**src/rtl/maple_frame_decoder.sv**
```systemverilog
// Maple bus receive framing: decodes start, data and end patterns
// from SDCKA/SDCKB into byte and frame strobes for the packet layer.
module maple_frame_decoder #(
  parameter int TIMEOUT_TICKS = 1000,
  parameter int TMR_W         = 10
) (
  input  logic       clk,
  input  logic       reset,
  input  logic       sdcka,
  input  logic       sdckb,
  output logic [7:0] data_out,
  output logic       data_valid,
  output logic       frame_start,
  output logic       frame_done,
  output logic       frame_error,
  output logic       busy
);

  typedef enum logic [2:0] {
    S_IDLE,
    S_START,
    S_DATA,
    S_END,
    S_DONE,
    S_ERROR
  } state_t;

  logic r_a_m;
  logic r_a_s;
  logic r_a_q;
  logic r_b_m;
  logic r_b_s;
  logic r_b_q;

  state_t     r_state;
  logic [2:0] r_edge_cnt;
  logic [2:0] r_bit_cnt;
  logic       r_phase;
  logic [6:0] r_shift;
  logic [TMR_W-1:0] r_tmr;
  logic [7:0] r_data;
  logic       r_dv;
  logic       r_fs;
  logic       r_fd;
  logic       r_fe;

  logic w_fall_a;
  logic w_rise_a;
  logic w_fall_b;
  logic w_rise_b;
  logic w_any_edge;
  logic w_both_fall;
  logic w_busy;
  logic w_tmo;

  state_t     w_state_nx;
  logic [2:0] w_edge_cnt_nx;
  logic [2:0] w_bit_cnt_nx;
  logic       w_phase_nx;
  logic [6:0] w_shift_nx;
  logic [7:0] w_data_nx;
  logic       w_dv_nx;
  logic       w_fs_nx;
  logic       w_fd_nx;
  logic       w_fe_nx;
  logic       w_shift_en;
  logic       w_shift_bit;
  logic [2:0] w_edge_inc;

  // Two-flop synchroniser plus one history flop per line
  always_ff @(posedge clk) begin
    if (!reset) begin
      r_a_m <= 1'b1;
      r_a_s <= 1'b1;
      r_a_q <= 1'b1;
      r_b_m <= 1'b1;
      r_b_s <= 1'b1;
      r_b_q <= 1'b1;
    end else begin
      r_a_m <= sdcka;
      r_a_s <= r_a_m;
      r_a_q <= r_a_s;
      r_b_m <= sdckb;
      r_b_s <= r_b_m;
      r_b_q <= r_b_s;
    end
  end

  assign w_fall_a    = r_a_q & ~r_a_s;
  assign w_rise_a    = ~r_a_q & r_a_s;
  assign w_fall_b    = r_b_q & ~r_b_s;
  assign w_rise_b    = ~r_b_q & r_b_s;
  assign w_any_edge  = w_fall_a | w_rise_a | w_fall_b | w_rise_b;
  assign w_both_fall = w_fall_a & w_fall_b;

  assign w_busy = (r_state == S_START) |
                  (r_state == S_DATA)  |
                  (r_state == S_END);

  assign w_tmo = ~w_any_edge &
                 (r_tmr == TMR_W'(TIMEOUT_TICKS - 1));

  assign w_edge_inc = (r_edge_cnt == 3'd7) ?
                      r_edge_cnt : r_edge_cnt + 3'd1;

  // Idle-line timer: runs only inside a frame, cleared by any edge
  always_ff @(posedge clk) begin
    if (!reset) begin
      r_tmr <= '0;
    end else if (!w_busy || w_any_edge) begin
      r_tmr <= '0;
    end else begin
      r_tmr <= r_tmr + TMR_W'(1);
    end
  end

  // Next-state, counters, shifter and strobe decode
  always_comb begin
    w_state_nx    = r_state;
    w_edge_cnt_nx = r_edge_cnt;
    w_bit_cnt_nx  = r_bit_cnt;
    w_phase_nx    = r_phase;
    w_shift_nx    = r_shift;
    w_data_nx     = r_data;
    w_dv_nx       = 1'b0;
    w_fs_nx       = 1'b0;
    w_fd_nx       = 1'b0;
    w_fe_nx       = 1'b0;
    w_shift_en    = 1'b0;
    w_shift_bit   = 1'b0;

    unique case (r_state)
      S_IDLE: begin
        if (w_fall_a && r_b_s) begin
          w_state_nx    = S_START;
          w_edge_cnt_nx = 3'd0;
        end
      end
      S_START: begin
        if (w_both_fall) begin
          w_state_nx = S_ERROR;
        end else if (w_rise_a) begin
          if (r_edge_cnt == 3'd4) begin
            w_state_nx   = S_DATA;
            w_fs_nx      = 1'b1;
            w_bit_cnt_nx = 3'd0;
            w_phase_nx   = 1'b0;
          end else begin
            w_state_nx = S_ERROR;
          end
        end else if (w_fall_b) begin
          w_edge_cnt_nx = w_edge_inc;
        end
      end
      S_DATA: begin
        if (w_both_fall) begin
          w_state_nx = S_ERROR;
        end else if (!r_phase) begin
          if (w_fall_a) begin
            w_shift_en  = 1'b1;
            w_shift_bit = r_b_s;
            w_phase_nx  = 1'b1;
          end else if (w_fall_b && r_a_s) begin
            w_state_nx    = S_END;
            w_edge_cnt_nx = 3'd0;
          end
        end else begin
          if (w_fall_a) begin
            w_state_nx = S_ERROR;
          end else if (w_fall_b) begin
            w_shift_en  = 1'b1;
            w_shift_bit = r_a_s;
            w_phase_nx  = 1'b0;
          end
        end
      end
      S_END: begin
        if (w_fall_b) begin
          w_state_nx = S_ERROR;
        end else if (w_rise_b) begin
          if (r_edge_cnt == 3'd2 && r_bit_cnt == 3'd0) begin
            w_state_nx = S_DONE;
            w_fd_nx    = 1'b1;
          end else begin
            w_state_nx = S_ERROR;
          end
        end else if (w_fall_a && !r_b_s) begin
          w_edge_cnt_nx = w_edge_inc;
        end
      end
      S_DONE: begin
        w_state_nx = S_IDLE;
      end
      S_ERROR: begin
        if (r_a_s && r_b_s) begin
          w_state_nx = S_IDLE;
        end
      end
      default: begin
        w_state_nx = S_IDLE;
      end
    endcase

    if (w_shift_en) begin
      if (r_bit_cnt == 3'd7) begin
        w_data_nx    = {r_shift, w_shift_bit};
        w_dv_nx      = 1'b1;
        w_bit_cnt_nx = 3'd0;
      end else begin
        w_shift_nx   = {r_shift[5:0], w_shift_bit};
        w_bit_cnt_nx = r_bit_cnt + 3'd1;
      end
    end

    if (w_busy && w_tmo) begin
      w_state_nx = S_ERROR;
    end

    w_fe_nx = (w_state_nx == S_ERROR) && (r_state != S_ERROR);
  end

  // State, datapath and registered strobes
  always_ff @(posedge clk) begin
    if (!reset) begin
      r_state    <= S_IDLE;
      r_edge_cnt <= 3'd0;
      r_bit_cnt  <= 3'd0;
      r_phase    <= 1'b0;
      r_shift    <= 7'd0;
      r_data     <= 8'd0;
      r_dv       <= 1'b0;
      r_fs       <= 1'b0;
      r_fd       <= 1'b0;
      r_fe       <= 1'b0;
    end else begin
      r_state    <= w_state_nx;
      r_edge_cnt <= w_edge_cnt_nx;
      r_bit_cnt  <= w_bit_cnt_nx;
      r_phase    <= w_phase_nx;
      r_shift    <= w_shift_nx;
      r_data     <= w_data_nx;
      r_dv       <= w_dv_nx;
      r_fs       <= w_fs_nx;
      r_fd       <= w_fd_nx;
      r_fe       <= w_fe_nx;
    end
  end

  assign data_out    = r_data;
  assign data_valid  = r_dv;
  assign frame_start = r_fs;
  assign frame_done  = r_fd;
  assign frame_error = r_fe;
  assign busy        = w_busy;

endmodule
```
**config.mk**
```make
export PLATFORM = sky130hd
export DESIGN_NAME = maple_frame_decoder
export DESIGN_NICKNAME = d
export VERILOG_FILES = /design/src/rtl/maple_frame_decoder.sv
export SDC_FILE = /design/constraint.sdc
export NUM_CORES = 1
export LEC_CHECK = 0
export ABC_CLOCK_PERIOD_IN_PS = 2100
export BUFFER_PORTS_ARGS = -buffer_cell sky130_fd_sc_hd__buf_2
export CORE_ASPECT_RATIO = 0.7
export CORE_MARGIN = 3
export CORE_UTILIZATION = 55
export DETAILED_ROUTE_END_ITERATION = 7
export GPL_ROUTABILITY_DRIVEN = 1
export HOLD_SLACK_MARGIN = 0.1
export PLACE_DENSITY_LB_ADDON = 0.1
export SYNTH_ARGS = -nofsm -noshare
export SYNTH_HDL_FRONTEND = slang
export SYNTH_SLANG_ARGS = --single-unit
```
**constraint.sdc**
```tcl
create_clock -name clk -period 2.1 [get_ports clk]
set_input_delay 0.21 -clock clk [delete_from_list [all_inputs] [get_ports clk]]
set_output_delay 0.21 -clock clk [all_outputs]
set_load 0.03 [all_outputs]
```
==> results of run 1 <==
sequential cells by signal (all words and copies together), names as in the netlist, 3 cells and up:
register    cells
r_shift         7
r_edge_cnt      3
r_state         3
data_out        8
r_tmr          10
r_bit_cnt       3
metal layers:
layer	wire length, µm	vias up	track usage (%)
met1	2208	778	30.84
met5	0	-	0
li1	-	824	-
met4	15	0	5.301
met2	2008	28	31.84
met3	178	2	4.658
final cells by class:
cell class                 instances  area [µm²]  area share, %
multi-input combinational        163        1142          48.80
inverter                           9       33.78          1.443
tap                               50       62.56          2.672
clock inverter                     2       13.76         0.5879
timing repair buffer              19       105.1          4.490
clock buffer                       6       82.58          3.528
sequential                        45       900.9          38.48
worst max-delay path by stage:
stage                startpoint                         end  slack [ps]  cells past startpoint
3_3_place_gp   r_a_s$_SDFF_PN1_  r_edge_cnt[2]$_SDFFE_PN0P_         170                      6
4_1_cts        r_a_q$_SDFF_PN1_  r_edge_cnt[1]$_SDFFE_PN0P_          70                      7
2_1_floorplan  r_a_s$_SDFF_PN1_  r_edge_cnt[0]$_SDFFE_PN0P_         300                      7
5_1_grt        r_a_s$_SDFF_PN1_  r_edge_cnt[1]$_SDFFE_PN0P_          20                      6
6_report       r_a_s$_SDFF_PN1_  r_edge_cnt[1]$_SDFFE_PN0P_         130                      6
3_5_place_dp   r_a_s$_SDFF_PN1_  r_edge_cnt[1]$_SDFFE_PN0P_          20                      6
per-stage QoR:
| step | cells | hold WS (ps) |
|---|---|---|
| final | 294 | 110.0 |
| after global routing | 294 | 115.3 |
| after CTS | 294 | 100.9 |
| after detailed placement | 285 | 398.8 |
| after global placement | 285 | 390.7 |
| after floorplan | 228 | 311.5 |
cell families (layout without fill, tap and decap cells):
| group | count (synthesis) | in the layout | share of synthesized area [%] |
|---|---|---|---|
| AOI/OAI and AO/OA | 25 | 25 | 9.016 |
| DFF | 45 | 45 | 42.70 |
| buffers and inverters | 20 | 36 | 3.736 |
| muxes | 21 | 21 | 10.02 |
| adders and majority gates | 10 | 10 | 5.931 |
| and+or+nand+nor | 97 | 97 | 24.44 |
| xor gates and xnor gates | 10 | 10 | 4.152 |
synthesized netlist by cell type, types with 2 or more instances:
cell        n
mux2i_1    20
xor2_1      3
nand3_1     9
or3b_1      2
and4_1      3
xnor2_1     7
a31oi_1     3
nand2_1    33
o21ai_0     4
nor3_1      2
buf_2       3
nor2b_1     2
nand2b_1    7
and3_1      5
inv_1       8
dfxtp_1    45
ha_1       10
o2bb2ai_1   2
o21a_1      2
nor2_1     16
nand3b_1    5
and3b_1     2
nand4_1     3
clkbuf_1    8
power breakdown:
group | switching (mW) | internal (mW) | leakage, nW | total [mW]
sequential | 0.00826 | 0.859 | 0.364 | 0.867
combinational | 0.0436 | 0.0280 | 0.608 | 0.0716
clock | 0.290 | 0.267 | 0.0512 | 0.557
worst register-to-register path, cell delays in order, from the launching register on:
cell      delay (ps)
dfxtp_1          350
inv_1             90
ha_2             310
a31oi_1          120
or4_1            470
a211oi_4         340
mux2i_1          230
what timing repair did:
item,CTS,global route
setup endpoints to repair,1,3
resized for setup,1,2
pin swaps,0,1
hold buffers,1,0
hold endpoints to repair,1,0
==> metrics.cfg, run 1 <==
[synthesis]
ys_seq_elements = 45
syn_inst = 228
synthDistinctLibCells = 48
netlist_top_cells_area = dfxtp_1 (43%), mux2i_1 (9.5%), ha_1 (5.9%)
syn_nets = 242
yosysSeqAreaShare_pct = 42.70
synthFlopType = dfxtp_1
synthDominantCellAreaShare_pct = 42.70
synth_edf_count = 0
syn_area_per_cell_um2 = 9.252
ys_async_sr_fraction_pct = 0
syn_area_um2 = 2110
yosys_warnings = 0
yosysTopAreaCell = dfxtp_1

[sta]
max_slew_margin_pct = 61.73
slew_violations = 0
fin_crit_ps = 1974
finalHoldViolations = 0
period_share_pct = 93.98
setup-tns-final_ps = 0
fmax_ghz = 0.5067
tightestPinTransition_ps = 574.1
clock_skew_ps = 9.420
setup_viol = 0
final.setup.worst_slack_ps = 126.4
rsz0062_at_grt = false

[critical_path]
reg2reg_from = r_a_s$_SDFF_PN1_
path_cells = inv_1, ha_2, a31oi_1, or4_1, a211oi_4, mux2i_1
critPathMaxStageDelay_ps = 470
startpoint_type = register
r2r-end = r_edge_cnt[1]$_SDFFE_PN0P_
crit_path_max_fanout = 11
r2r_slack_ps = 130
ff2ff_path_depth = 6
crit_slowest_cell = or4_1
critical_path.endpoint_type = register
criticalPathCategory = reg2reg
critPathTopFamily = simple AND/OR/NAND/NOR gates
cp.required_ps = 2320
path_buf_inv = 1
arrival_ps = 2190

[clock_tree]
cts.sinks = 45
ctsRootBufferMaster = clkbuf_8
clkLatencyLatePin_ps = 290
post_cts_buffers = 0
clockBufferDepth = 2
cts_buffers = 5
cts_tree = built
path_clk_slew_ps = 80
cts_max_level = 2

[floorplanning]
core_area_um2 = 3603
io_pins = 17
dieArea_um2 = 4626
dieWidth_um = 80.02
row_count = 18
fp.dieH_um = 57.82
start_util_pct = 58.54

[grt]
grt_pass1_vias = 1635
grt_start_max_net_pins = 30
grt_overflow = 0
antenna_found_initial = 0
grt_pass1_wl_um = 7652
grt_use_total_pct = 21.12

[pwr]
total_power_mw = 1.496
ir_worst_vdd_uv = 470.1
power.leakage_nw = 1.023
p_per_area_nw_per_um2 = 638.9

[layout]
layout_common_cells = dfxtp_1 (45), nand2_1 (33), mux2i_1 (20), nor2_1 (16), buf_2 (16)
final_common_cell = dfxtp_1
drive_above_1_share_pct = 14.34
final_nets = 257
area_delta_synth_final_pct = 10.97
fillCellCount = 313
finish.utilization_pct = 64.97
n_antenna_cell = 0
finalInstanceArea_um2 = 2341

[job]
drv_cap = 0

[worst_hold_path]
hp-class = in2reg
whs_path_depth = 2
hold_path_end = r_a_m$_SDFF_PN1_
hold_start = sdcka

[routing]
drt_wl_total_um = 4410
drtIter0Drc = 194
drc = 0
dr.pass1.iters = 4
viasPerCell = 5.551
post_drt_wl_per_cell_um = 15.00
route.antenna.remaining_nets = 0
vias = 1632

[placement]
hpwl_um = 3311
gp_congestion = 0.8525
place_ws_ps = 24.51
placed_cell_area_um2 = 2222
io_buffers = 16

[run_status]
status = complete, no violations

(Power assumes the default switching activity.)
==> run 2, diff against run 1 <==
- CORE_ASPECT_RATIO: 0.7 -> unset
- GPL_TIMING_DRIVEN: unset -> 0
- SETUP_SLACK_MARGIN: unset -> 0.5
==> metrics.cfg, run 2 (same netlist as run 1, synthesis figures left out) <==
[critical_path]
path_cells = inv_2, ha_4, nor3b_2, a31oi_1, or4_4, a211oi_4, mux2i_1
arrival_ps = 2020  ; -170 ps
startpoint_type = register
criticalPathCategory = reg2reg
critPathTopFamily = simple AND/OR/NAND/NOR gates
r2r_slack_ps = 300  ; +170 ps
path_buf_inv = 1  ; unchanged
ff2ff_path_depth = 7  ; +1
crit_slowest_cell = or4_4
critical_path.endpoint_type = register
r2r-end = r_edge_cnt[0]$_SDFFE_PN0P_
crit_path_max_fanout = 3  ; -8
reg2reg_from = r_a_q$_SDFF_PN1_
critPathMaxStageDelay_ps = 430  ; -40 ps
cp.required_ps = 2320  ; about the same

[clock_tree]
clkLatencyLatePin_ps = 290  ; about the same
path_clk_slew_ps = 80  ; about the same
ctsRootBufferMaster = clkbuf_8
cts_buffers = 5  ; unchanged
cts.sinks = 45  ; unchanged
cts_max_level = 2  ; unchanged
cts_tree = built
clockBufferDepth = 2  ; unchanged

[routing]
drtIter0Drc = 79  ; -59%
drc = 0  ; unchanged
vias = 1696  ; +3.9%
drt_wl_total_um = 4424  ; +0.32%
post_drt_wl_per_cell_um = 14.04  ; -6.4%
dr.pass1.iters = 4  ; unchanged
route.antenna.remaining_nets = 0  ; unchanged
viasPerCell = 5.384  ; -3.0%

[layout]
final_nets = 282  ; +9.7%
final_common_cell = dfxtp_1
drive_above_1_share_pct = 29.74  ; +15 points
area_delta_synth_final_pct = 26.93
layout_common_cells = dfxtp_1 (39), nand2_1 (32), mux2i_1 (20), buf_2 (17), nor2_1 (16)
largest_register_ffs = 10  ; unchanged
final_cells = 315  ; +7.1%
regMostFlops = r_tmr
n_antenna_cell = 0  ; unchanged
finish.utilization_pct = 76.05  ; +11 points

[grt]
grt_pass1_vias = 1537  ; -6.0%
grt_start_max_net_pins = 14  ; -53%
grt_use_total_pct = 19.91  ; -1.2 points
grt_overflow = 0  ; unchanged
grt_pass1_wl_um = 6913  ; -9.7%
antenna_found_initial = 0  ; unchanged

[worst_hold_path]
whs_path_depth = 3  ; +1
hold_path_end = r_bit_cnt[0]$_SDFFE_PN0P_
hp-class = in2reg
hold_start = reset

[pwr]
pwr-share-seq_pct = 58.4  ; +0.4 points
combPwrFrac_pct = 7.0  ; +2.2 points
power.leakage_nw = 1.154  ; +13%
ir_worst_vdd_uv = 425.1  ; -9.6%
p_int_mw = 1.139  ; -1.2%
total_power_mw = 1.476  ; -1.3%
p_sw_uw = 337.0  ; -1.5%
p_per_area_nw_per_um2 = 551.4  ; -14%
switching_share_pct = 22.82  ; -0.037 points
p_clk_share_pct = 34.6  ; -2.6 points

[sta]
period_share_pct = 85.90  ; -8.1 points
fin_crit_ps = 1804  ; -169.6 ps
max_slew_margin_pct = 65.99  ; +4.3 points
slew_violations = 0  ; unchanged
fmax_ghz = 0.5543  ; +9.4%
finalHoldViolations = 0  ; unchanged
setup-tns-final_ps = 0  ; unchanged
tightestPinTransition_ps = 510.1  ; -63.99 ps
rsz0062_at_grt = true
clock_skew_ps = 3.952  ; -5.468 ps
setup_viol = 0  ; unchanged

[floorplanning]
io_pins = 17  ; unchanged
dieArea_um2 = 4614  ; -0.26%
core_area_um2 = 3521  ; -2.3%
row_count = 21  ; +3
dieWidth_um = 67.93  ; -15%
start_util_pct = 59.91  ; +1.4 points
fp.dieH_um = 67.93  ; +17%

[job]
drv_cap = 0  ; unchanged

[placement]
hpwl_um = 2821  ; -15%
io_buffers = 16  ; unchanged
gp_congestion = 0.8305  ; -2.6%
place_inst = 290  ; +1.8%

[run_status]
status = complete, no violations

run 2: cell types whose count changed in the layout (fill, tap and decap cells not counted), moves of 3 or more:
cell      previous run  this run
dfxtp_2              0         4
dfxtp_1             45        39
inv_1                8         5
buf_4                2        12
buf_6                0         7
clkbuf_1             0         6
run 2: worst max path at each step:
stage | end | cells past startpoint | startpoint
3_3_place_gp | data_out[1]$_SDFFE_PN0P_ | 6 | r_b_s$_SDFF_PN1_
4_1_cts | r_edge_cnt[1]$_SDFFE_PN0P_ | 7 | r_a_q$_SDFF_PN1_
2_1_floorplan | r_edge_cnt[0]$_SDFFE_PN0P_ | 7 | r_a_q$_SDFF_PN1_
3_5_place_dp | r_state[2]$_SDFF_PN0_ | 6 | r_state[1]$_SDFF_PN0_
5_1_grt | r_edge_cnt[1]$_SDFFE_PN0P_ | 7 | r_a_q$_SDFF_PN1_
6_report | r_edge_cnt[0]$_SDFFE_PN0P_ | 7 | r_a_q$_SDFF_PN1_
run 2: power groups by stage:
stage	combinational (mW)	sequential (mW)	clock (mW)
3_5_place_dp	0.0788	0.884	0
2_1_floorplan	0.0589	0.883	0
3_3_place_gp	0.0786	0.884	0
6_report	0.103	0.862	0.511
4_1_cts	0.0890	0.861	0.525
5_1_grt	0.112	0.863	0.558
run 2: stage by stage:
| step | hold WS [ps] | worst slack (ps) | instance area [µm²] |
|---|---|---|---|
| floorplan | 311.5 | 395.4 | 2158 |
| global placement | 389.5 | 243.2 | 2296 |
| detailed placement | 394.7 | 248.4 | 2296 |
| CTS | 333.5 | 302.3 | 2539 |
| global route | 344.5 | 239.6 | 2678 |
| finish | 335.2 | 296.0 | 2678 |
run 2: area by class of cell:
class                   count  area, µm²
clock inverters             1      7.507
repair buffers             33      224.0
plain buffers              11      77.57
flip-flops and latches     45      913.4
inverters                   9      36.28
well taps                  46      57.56
clock buffers               7      76.32
fillers                   261      843.3
multi-input cells         163       1285
run 2: tightest hold or removal path, stage by stage:
cell and delay [ps]:
buf_2 120, and2_4 170, o2bb2ai_2 90
run 2: what timing repair did:
action,in CTS,in global routing
setup buffers,10,4
hold buffers,2,0
pin swaps,6,12
hold endpoints to repair,2,0
setup endpoints to repair,26,35
gates cloned,0,1
gates resized for setup,20,26
run 2: layer usage:
metal | vias to the layer above | track usage [%] | wire length [µm]
met3 | 8 | 3.941 | 209
met1 | 785 | 27.01 | 2032
li1 | 866 | - | -
met2 | 37 | 31.41 | 2109
met5 | - | 0 | 0
met4 | 0 | 6.948 | 72
==> run 3, diff against run 2 <==
- ABC_AREA: unset -> 1
- GPL_ROUTABILITY_DRIVEN: 1 -> 0
==> metrics.cfg, run 3 <==
[synthesis]
yosysSeqAreaShare_pct = 41.05  ; -1.7 points
netlist_top_cells_area = dfxtp_1 (41%), nand2_1 (13%), inv_1 (6.8%)
syn_nets = 325  ; +34%
syn_inst = 311  ; +36%
synth-compound-area-share_pct = 8.723  ; -0.29 points
synth-simple-area-share_pct = 34.26  ; +9.8 points
ys_top_cells_by_count = nand2_1 (77), dfxtp_1 (45), inv_1 (40)
syn_area_um2 = 2195  ; +4.0%
synthMuxAreaShare_pct = 0  ; -10 points
yosysTopAreaCell = dfxtp_1
synth_edf_count = 0  ; unchanged
synth_top_family_by_area = simple AND/OR/NAND/NOR gates
synthDistinctLibCells = 27  ; -44%
synth_xor_xnor_area_share_pct = 0.3991  ; -3.8 points
synthAdderAreaFrac_pct = 5.701  ; -0.23 points
ys_async_sr_fraction_pct = 0  ; unchanged
synthFlopType = dfxtp_1
yosysMostFrequentCell = nand2_1
yosys_warnings = 0  ; unchanged
ys_seq_elements = 45  ; unchanged
syn_area_per_cell_um2 = 7.057  ; -24%
synthDominantCellAreaShare_pct = 41.05  ; -1.7 points

[layout]
largest_register_ffs = 10  ; unchanged
n_antenna_cell = 0  ; unchanged
final_nets = 350  ; +24%
final_common_cell = nand2_1
multi_input_area_um2 = 1131  ; -12%
seqCellArea_um2 = 905.9  ; -0.82%
finish.utilization_pct = 66.88  ; -9.2 points
finalInstanceArea_um2 = 2504  ; -6.5%
area_delta_synth_final_pct = 14.08
regMostFlops = r_tmr
drive_above_1_share_pct = 17.56  ; -12 points
fillCellCount = 338  ; +30%
layout_common_cells = nand2_1 (75), dfxtp_1 (43), inv_1 (39), nor2_1 (33), nand3_1 (26)

[pwr]
p_int_mw = 1.165  ; +2.2%
pwr-share-seq_pct = 57.7  ; -0.7 points
ir_worst_vdd_uv = 556.2  ; +31%
switching_share_pct = 23.13  ; +0.31 points
p_clk_share_pct = 35.1  ; +0.5 points
p_per_area_nw_per_um2 = 605.1  ; +9.7%
combPwrFrac_pct = 7.3  ; +0.3 points
power.leakage_nw = 1.142  ; -1.0%
p_sw_uw = 350.4  ; +4.0%

[clock_tree]
clockBufferDepth = 2  ; unchanged
cts_max_level = 2  ; unchanged
path_clk_slew_ps = 80  ; about the same
cts_tree = built
cts_buffers = 5  ; unchanged
clkLatencyLatePin_ps = 290  ; about the same
cts.sinks = 45  ; unchanged
post_cts_buffers = 0  ; -10
ctsRootBufferMaster = clkbuf_8

[floorplanning]
dieArea_um2 = 4784  ; +3.7%
row_count = 22  ; +4.8%
fp.dieH_um = 69.17  ; +1.8%
core_area_um2 = 3744  ; +6.3%
dieWidth_um = 69.17  ; +1.8%
io_pins = 17  ; unchanged
start_util_pct = 58.62  ; -1.3 points

[sta]
tightestPinTransition_ps = 521.1  ; +11.04 ps
final.setup.worst_slack_ps = 570.8  ; +274.8 ps
fin_crit_ps = 1529  ; -274.8 ps
slew_violations = 0  ; unchanged
max_slew_margin_pct = 65.26  ; -0.74 points
period_share_pct = 72.82  ; -13 points
setup-tns-final_ps = 0  ; unchanged
finalHoldViolations = 0  ; unchanged
fin_hold_ws_ps = 320.1  ; -15.03 ps
fmax_ghz = 0.6539  ; +18%
rsz0062_at_grt = true
setup_viol = 0  ; unchanged
clock_skew_ps = 5.634  ; +1.682 ps

[routing]
drt_wl_total_um = 4171  ; -5.7%
dr.pass1.iters = 5  ; +1
drc = 0  ; unchanged
route.antenna.remaining_nets = 0  ; unchanged
post_drt_wl_per_cell_um = 10.86  ; -23%
viasPerCell = 5.031  ; -6.6%
vias = 1932  ; +14%
drtIter0Drc = 131  ; +66%

[critical_path]
startpoint_type = register
critPathMaxStageDelay_ps = 310  ; -120 ps
arrival_ps = 1320  ; -700 ps
critical_path.endpoint_type = primary output
path_buf_inv = 4  ; +3
crit_slowest_cell = dfxtp_1
cp.required_ps = 1890  ; -430 ps
criticalPathCategory = reg2out
critPathTopFamily = buffers and inverters
path_cells = buf_2, inv_1, o21ai_0, inv_1, buf_2
crit_path_max_fanout = 9  ; +6

[run_status]
status = complete, no violations

[placement]
io_buffers = 16  ; unchanged
place_ws_ps = 357.9  ; +109.5 ps
hpwl_um = 2997  ; +6.3%
placed_cell_area_um2 = 2335  ; +1.7%

[grt]
grt_pass1_wl_um = 7217  ; +4.4%
grt_use_total_pct = 18.06  ; -1.8 points
grt_overflow = 0  ; unchanged
grt_pass1_vias = 1614  ; +5.0%
antenna_found_initial = 0  ; unchanged
grt_start_max_net_pins = 14  ; unchanged

[job]
drv_cap = 0  ; unchanged

[worst_hold_path]
hp-class = in2reg

## run 3: changes by cell type after synthesis, moves of 7 or more
cell	delta
nand2_1	+44
inv_1	+32
a21oi_1	+25
nor2_1	+22
mux2i_1	-20
nand3_1	+18
nand2b_1	-7
## run 3: stage by stage
stage          power (mW)  cells
2_1_floorplan      0.9702    311
3_3_place_gp       0.9933    375
3_5_place_dp       0.9941    375
4_1_cts             1.532    384
5_1_grt             1.592    384
6_report            1.515    384
## run 3: layout make-up
class                   instances  share of cell area, %
plain buffers                   7                  1.799
clock buffers                   6                  3.298
clock inverters                 1                 0.2999
inverters                      44                  6.847
multi-input cells             215                  45.18
flip-flops and latches         45                  36.18
well taps                      48                  2.399
repair buffers                 18                  3.998
## run 3: kinds of logic (layout without fill, tap and decap cells)
family                   count (synthesis)  count (layout)
buffers and inverters                   51              76
flip-flops                              45              45
AND/OR/NAND/NOR                        168             168
AO/OA/AOI/OAI                           36              36
adder cells (fa/ha/maj)                 10              10
XOR/XNOR                                 1               1
## run 3: worst min-delay path, cell delays in order
cell	delay (ps)
buf_2	100
inv_1	160
nor3_1	90
## run 3: worst paths after layout
path	from	end	slack [ps]	cells after the start
worst max-delay path	r_state[2]$_SDFF_PN0_	busy	570	5
worst min register to register	r_a_m$_SDFF_PN1_	r_a_s$_SDFF_PN1_	420	1
worst min-delay path	reset	frame_done$_SDFF_PP0_	320	3
worst max register to register	r_bit_cnt[1]$_SDFFE_PN0P_	r_shift[2]$_SDFFE_PN0P_	600	8
## run 3: routing by layer
metal / GRT usage (%) / wire (µm) / vias to the layer above
met5: 0 / 0 / -
met3: 4.519 / 273 / 8
li1: - / - / 1033
met2: 25.85 / 1724 / 54
met4: 5.206 / 58 / 0
met1: 26.68 / 2115 / 837
## run 3: repair_timing
action                                 CTS  global route
pin swaps                                1             1
setup endpoints to repair               24            25
endpoints found under the hold margin    2             0
resized for setup                        7            11
hold buffers                             2             0
## run 3: power by group through the flow
stage	combinational, mW	sequential [mW]	clock [mW]
2_1_floorplan	0.0790	0.891	0
6_report	0.110	0.873	0.531
3_3_place_gp	0.100	0.893	0
4_1_cts	0.107	0.873	0.551
3_5_place_dp	0.101	0.893	0
5_1_grt	0.127	0.876	0.589
